### config.mk
export PLATFORM = sky130hd
export DESIGN_NAME = spoc_rate_buf
export DESIGN_NICKNAME = d
export VERILOG_FILES = /design/src/rtl/spoc_rate_buf.sv
export SDC_FILE = /design/constraint.sdc
export NUM_CORES = 1
export LEC_CHECK = 0
export ABC_CLOCK_PERIOD_IN_PS = 2800
export CORE_MARGIN = 2
export CORE_UTILIZATION = 39
export CTS_CLUSTER_SIZE = 20
export DETAILED_ROUTE_END_ITERATION = 7
export GPL_TIMING_DRIVEN = 0
export PLACE_DENSITY = 0.76
export SLEW_MARGIN = 25
export SYNTH_ARGS = -nofsm -noshare
export SYNTH_HDL_FRONTEND = slang
export SYNTH_SLANG_ARGS = --single-unit
### constraint.sdc
create_clock -name clk -period 2.8 [get_ports clk]
set_input_delay 0.56 -clock clk [delete_from_list [all_inputs] [get_ports clk]]
set_output_delay 0.56 -clock clk [all_outputs]
set_load 0.02 [all_outputs]
### src/rtl/spoc_rate_buf.sv
// spoc_rate_buf: gathers PW-bit segment words into one RATE-bit sponge block,
// pads it, offers it for absorption, then optionally streams ct/pt words out.
//
// Ports
//   clk, rst                      clock / async active-low reset
//   bdi, bdi_size, bdi_eot        input word, valid bytes (left aligned), end of segment
//   bdi_valid, bdi_ready          input handshake (ready only while filling)
//   dec                           decrypt mode, sampled on the first word of a block
//   emit_en                       stream bdo for this block, sampled at block handshake
//   ks                            rate part of the state (keystream)
//   clr                           synchronous abort, wins over every handshake
//   blk_data/valid/ready          padded block handshake
//   blk_partial, blk_last, blk_bytes  block attributes
//   bdo, bdo_size, bdo_last       ct/pt output word stream
//   bdo_valid, bdo_ready          output handshake
module spoc_rate_buf #(
  parameter  int PW   = 32,
  parameter  int RATE = 64,
  localparam int NB   = PW / 8,
  localparam int NW   = RATE / PW,
  localparam int RB   = RATE / 8,
  localparam int CW   = $clog2(RB) + 1,
  localparam int SZW  = $clog2(NB) + 1
) (
  input  logic            clk,
  input  logic            rst,
  input  logic [PW-1:0]   bdi,
  input  logic [SZW-1:0]  bdi_size,
  input  logic            bdi_eot,
  input  logic            bdi_valid,
  output logic            bdi_ready,
  input  logic            dec,
  input  logic            emit_en,
  input  logic [RATE-1:0] ks,
  input  logic            clr,
  output logic [RATE-1:0] blk_data,
  output logic            blk_valid,
  input  logic            blk_ready,
  output logic            blk_partial,
  output logic            blk_last,
  output logic [CW-1:0]   blk_bytes,
  output logic [PW-1:0]   bdo,
  output logic            bdo_valid,
  input  logic            bdo_ready,
  output logic [SZW-1:0]  bdo_size,
  output logic            bdo_last
);

  localparam int              WIW     = (NW > 1) ? $clog2(NW) : 1;
  localparam logic [CW-1:0]   RB_C    = CW'(RB);
  localparam logic [SZW-1:0]  NB_S    = SZW'(NB);
  localparam logic [WIW-1:0]  WI_LAST = WIW'(NW - 1);

  typedef enum logic [1:0] {FILL, HOLD, EMIT} state_t;

  state_t          state, state_nx;
  logic [RATE-1:0] raw, ks_reg;
  logic [CW-1:0]   cum;
  logic [WIW-1:0]  widx, ecnt;
  logic            dec_reg, last_reg;

  // ---------------- input word shaping ----------------
  logic [SZW-1:0] sz;
  logic [PW-1:0]  bdi_m;
  logic [CW:0]    cum_sum;
  logic [CW-1:0]  cum_nx;
  logic           closing;

  // out-of-range sizes are clamped so cum can never run past one block
  assign sz      = (bdi_size > NB_S) ? NB_S : bdi_size;
  assign cum_sum = {1'b0, cum} + (CW+1)'(sz);
  assign cum_nx  = (cum_sum > {1'b0, RB_C}) ? RB_C : cum_sum[CW-1:0];
  assign closing = (widx == WI_LAST) || bdi_eot || (sz < NB_S);

  always_comb begin
    bdi_m = '0;
    for (int j = 0; j < NB; j++)
      if (SZW'(j) < sz) bdi_m[PW-1-8*j -: 8] = bdi[PW-1-8*j -: 8];
  end

  // ---------------- padded block ----------------
  // Bytes past cum are already zero in raw, so the pad byte lands on zeros.
  logic [RATE-1:0] pad;
  always_comb begin
    pad = '0;
    for (int i = 0; i < RB; i++) begin
      if (CW'(i) < cum)
        pad[RATE-1-8*i -: 8] = raw[RATE-1-8*i -: 8] ^ (dec_reg ? ks[RATE-1-8*i -: 8] : 8'h00);
      else if ((CW'(i) == cum) && (cum != '0))
        pad[RATE-1-8*i -: 8] = 8'h80;
    end
  end

  // ---------------- emit word ----------------
  logic [PW-1:0]  ew, ew_m;
  logic [SZW-1:0] e_size;
  logic           e_last;
  int             ebase, erem;

  always_comb begin
    ew    = raw[RATE-1-int'(ecnt)*PW -: PW] ^ ks_reg[RATE-1-int'(ecnt)*PW -: PW];
    ebase = int'(ecnt) * NB;
    erem  = int'(cum) - ebase;
    ew_m  = '0;
    for (int j = 0; j < NB; j++)
      if (j < erem) ew_m[PW-1-8*j -: 8] = ew[PW-1-8*j -: 8];
    e_last = (erem <= NB);
    e_size = (erem >= NB) ? NB_S : SZW'(erem);
  end

  // ---------------- outputs ----------------
  assign bdi_ready   = (state == FILL);
  assign blk_valid   = (state == HOLD);
  assign bdo_valid   = (state == EMIT);
  assign blk_data    = blk_valid ? pad : '0;
  assign blk_partial = (cum < RB_C);
  assign blk_bytes   = cum;
  assign blk_last    = blk_valid & last_reg;
  assign bdo         = bdo_valid ? ew_m : '0;
  assign bdo_size    = bdo_valid ? e_size : '0;
  assign bdo_last    = bdo_valid & e_last;

  // ---------------- FSM ----------------
  always_comb begin
    state_nx = state;
    case (state)
      FILL:    if (bdi_valid && closing) state_nx = HOLD;
      HOLD:    if (blk_ready) state_nx = (emit_en && (cum != '0)) ? EMIT : FILL;
      EMIT:    if (bdo_ready && e_last) state_nx = FILL;
      default: state_nx = FILL;
    endcase
    if (clr) state_nx = FILL;
  end

  always_ff @(posedge clk or negedge rst) begin
    if (!rst) begin
      state    <= FILL;
      raw      <= '0;
      ks_reg   <= '0;
      cum      <= '0;
      widx     <= '0;
      ecnt     <= '0;
      dec_reg  <= 1'b0;
      last_reg <= 1'b0;
    end else if (clr) begin
      state    <= FILL;
      raw      <= '0;
      ks_reg   <= '0;
      cum      <= '0;
      widx     <= '0;
      ecnt     <= '0;
      dec_reg  <= 1'b0;
      last_reg <= 1'b0;
    end else begin
      state <= state_nx;
      case (state)
        FILL: if (bdi_valid) begin
          raw[RATE-1-int'(widx)*PW -: PW] <= bdi_m;
          cum      <= cum_nx;
          widx     <= widx + WIW'(1);
          last_reg <= bdi_eot;
          if (widx == '0) dec_reg <= dec;
        end
        HOLD: if (blk_ready) begin
          ecnt <= '0;
          if (emit_en && (cum != '0)) begin
            ks_reg <= ks;
          end else begin
            raw  <= '0;
            cum  <= '0;
            widx <= '0;
          end
        end
        EMIT: if (bdo_ready) begin
          if (e_last) begin
            raw  <= '0;
            cum  <= '0;
            widx <= '0;
            ecnt <= '0;
          end else begin
            ecnt <= ecnt + WIW'(1);
          end
        end
        default: ;
      endcase
    end
  end

endmodule

==> metrics.cfg <==
[outcome]
outcome = finished, violations left
violations = setup timing

[critical_path]
startpoint_type = flip-flop
startpoint = blk_bytes[3]
critPathRequiredTime_ps = 2240
cp_max_fo = 8
cp-end-kind = output pin
arrival_ps = 2390
regToRegSetupSlack_ps = 10
r2r-start = blk_bytes[3]
critical_path_class = reg2out
timing.rr.end = raw[9]
setup.worst_path.end = bdo[29]
r2r_cells = 10

[logic_synthesis]
netlist_area_mm2 = 0.00819
synth_flop_cell = dfrtp_1
synth_seq_area_share_pct = 42.2
syn-num-nets = 1053
synth-warning-count = 0
synth_edf_count = 0
synthCells = 935
syn_area_per_cell_um2 = 8.76
yosysUniqueCellTypes = 41
async_reset_ff_share_pct = 100
synth.ff_latch_count = 138

[timing]
period_needed_ps = 2950
clock.fmax_ghz = 0.339
drv_slew = 0
tightest_slew_ps = 705
layout_setup_ws_ps = -151
setup_viol_count_final = 23
finalClockSkew_ps = 7.76
hold_viol = 0
holdWs_ps = 49.0
tns_ps = -1420
timing.final.crit_share_pct = 105
max_slew_margin_pct = 53.0
rsz0062_at_grt = yes

[global_route]
overflow = 0
groute.usage.overall_pct = 25.6
grt_antenna_before_repair = 0
grt_max_degree = 89
first_global_vias = 7871
grt_pass1_wl_mm = 43.3

[die]
die_x_um = 149
num_rows = 53
core_area_mm2 = 0.0208
die_h_um = 149
dieArea_mm2 = 0.0222
start_util_pct = 39.3
io_pins = 217

[clocking]
cts.reportedPaths.clkPinSlew_ps = 60
cts.htree.levels = 4
worstSkewPairLatency_ps = 420
root_buffer = clkbuf_16
clk_path_buf_depth = 2
postCtsHoldBufs = 0
cts_tree = done
cts_sinks = 138
cts_made_buffers = 17

[place]
routabilityCongestion = 0.874
place_ws_ps = -564
port_buffers = 216
dpl.hpwl_mm = 19.9
dp.cells = 1427

[pwr]
leakage_uw = 0.00553
p_per_area_mw_per_mm2 = 505
power_uw = 6060
ir_drop_v = 0.000425

[final_layout]
fin_cells = 1475
antenna_cells = 0
n_fill_cell = 1851
drive_above_1_share_pct = 20.7
area_delta_synth_final_pct = 46.5
nNetsFinal = 1306

[detailed_routing]
firstDrtPassIters = 5
drc = 0
wl_per_cell_um = 19.3
antenna_left = 0
drt_iter0_drc = 484
postRouteWirelength_mm = 28.4
vias_per_cell = 5.23
via_count = 7711

[worst_hold_path]
hp-class = in2async

[flow_run]
drv_cap = 0

## critical path, stage by stage (launching register included)
cell and delay (ps):
dfrtp_2 440, clkinvlp_4 170, ha_4 310, nand2_4 80, nor3_4 170, xnor2_2 160, nand2_4 160, buf_6 160
a211oi_2 140, buf_4 170
## power by group
part | internal [uW] | switching, uW | total [uW]
logic | 631 | 854 | 1480
clock network | 1470 | 886 | 2350
registers | 2100 | 122 | 2220
total | 4190 | 1860 | 6060
## metrics by stage
stage / instance area, um^2 / util (%)
CTS: 11700 / 56.1
floorplan: 8230 / -
global route: 12000 / 57.6
finish: 12000 / 57.6
global placement: 10700 / 51.5
detailed placement: 10800 / 51.7
## cell type report
| cell class | count | area (um^2) | area share [%] |
|---|---|---|---|
| Buffer | 54 | 295 | 2.46 |
| Tap cell | 275 | 344 | 2.87 |
| Timing Repair Buffer | 238 | 2310 | 19.3 |
| Clock buffer | 20 | 467 | 3.89 |
| Clock inverter | 11 | 144 | 1.20 |
| Inverter | 14 | 58.8 | 0.490 |
| Sequential cell | 138 | 3460 | 28.8 |
| Multi-Input combinational cell | 725 | 4910 | 41.0 |
## kinds of logic (layout without fill, tap and decap cells)
logic type,count (synthesis),in the layout,synth area share (%)
flip-flops,138,138,42.2
adder cells (fa/ha/maj),10,10,1.62
multiplexers,4,4,0.489
AND/OR/NAND/NOR,382,382,18.6
buffers and inverters,72,337,3.74
XOR/XNOR,134,134,14.3
AO/OA/AOI/OAI,195,195,19.0
## Yosys cell counts, types with 5 or more instances
master       n  area [um^2]
inv_1       14         52.6
a21oi_1     79          395
dfrtp_1    138         3450
nand3_1      5         25.0
o2bb2ai_2   30          450
buf_2        5         25.0
nor2_1     104          390
a211oi_1    32          240
nand2_1    250          938
clkbuf_1    42          158
xor2_1      94          823
ha_1         9          113
xnor2_1     40          350
buf_1        7         26.3
o2bb2ai_1   34          298
## cell usage in the layout (no fill, tap or decap), types with 7 or more instances in the layout
master,instances
clkdlybuf4s50_1,123
buf_6,16
buf_4,35
xnor2_1,35
o2bb2ai_2,30
nor2_1,102
buf_2,14
dlymetal6s2s_1,30
a21oi_1,75
clkbuf_16,17
a211oi_2,25
clkbuf_2,34
inv_1,12
o2bb2ai_1,34
nand2_1,240
dlygate4sd2_1,10
a211oi_4,7
xor2_1,94
clkbuf_1,17
dfrtp_1,135
## layer usage
| metal | global-route usage, % | up-vias | part of all wire, % |
|---|---|---|---|
| li1 | - | 3617 | - |
| met1 | 33.5 | 3742 | 42 |
| met2 | 42.4 | 302 | 48 |
| met3 | 5.63 | 50 | 6.7 |
| met4 | 8.05 | 0 | 2.5 |
| met5 | 0 | - | 0 |
## repair_timing
item	in CTS	in global routing
pin swaps	25	25
hold endpoints to repair	0	0
gates resized for setup	298	131
setup buffers	9	12
endpoints found under the setup margin	225	195
## worst min-delay path by stage
stage                         endpoint  depth (start not counted)     start
after global routing              widx                          1       rst
after detailed placement          widx                          1       rst
after global placement        last_reg                          2  last_reg
after CTS                         widx                          1       rst
final                             widx                          1       rst
after floorplan           blk_bytes[0]                          0       rst
Power figures use the tool's default switching activity.
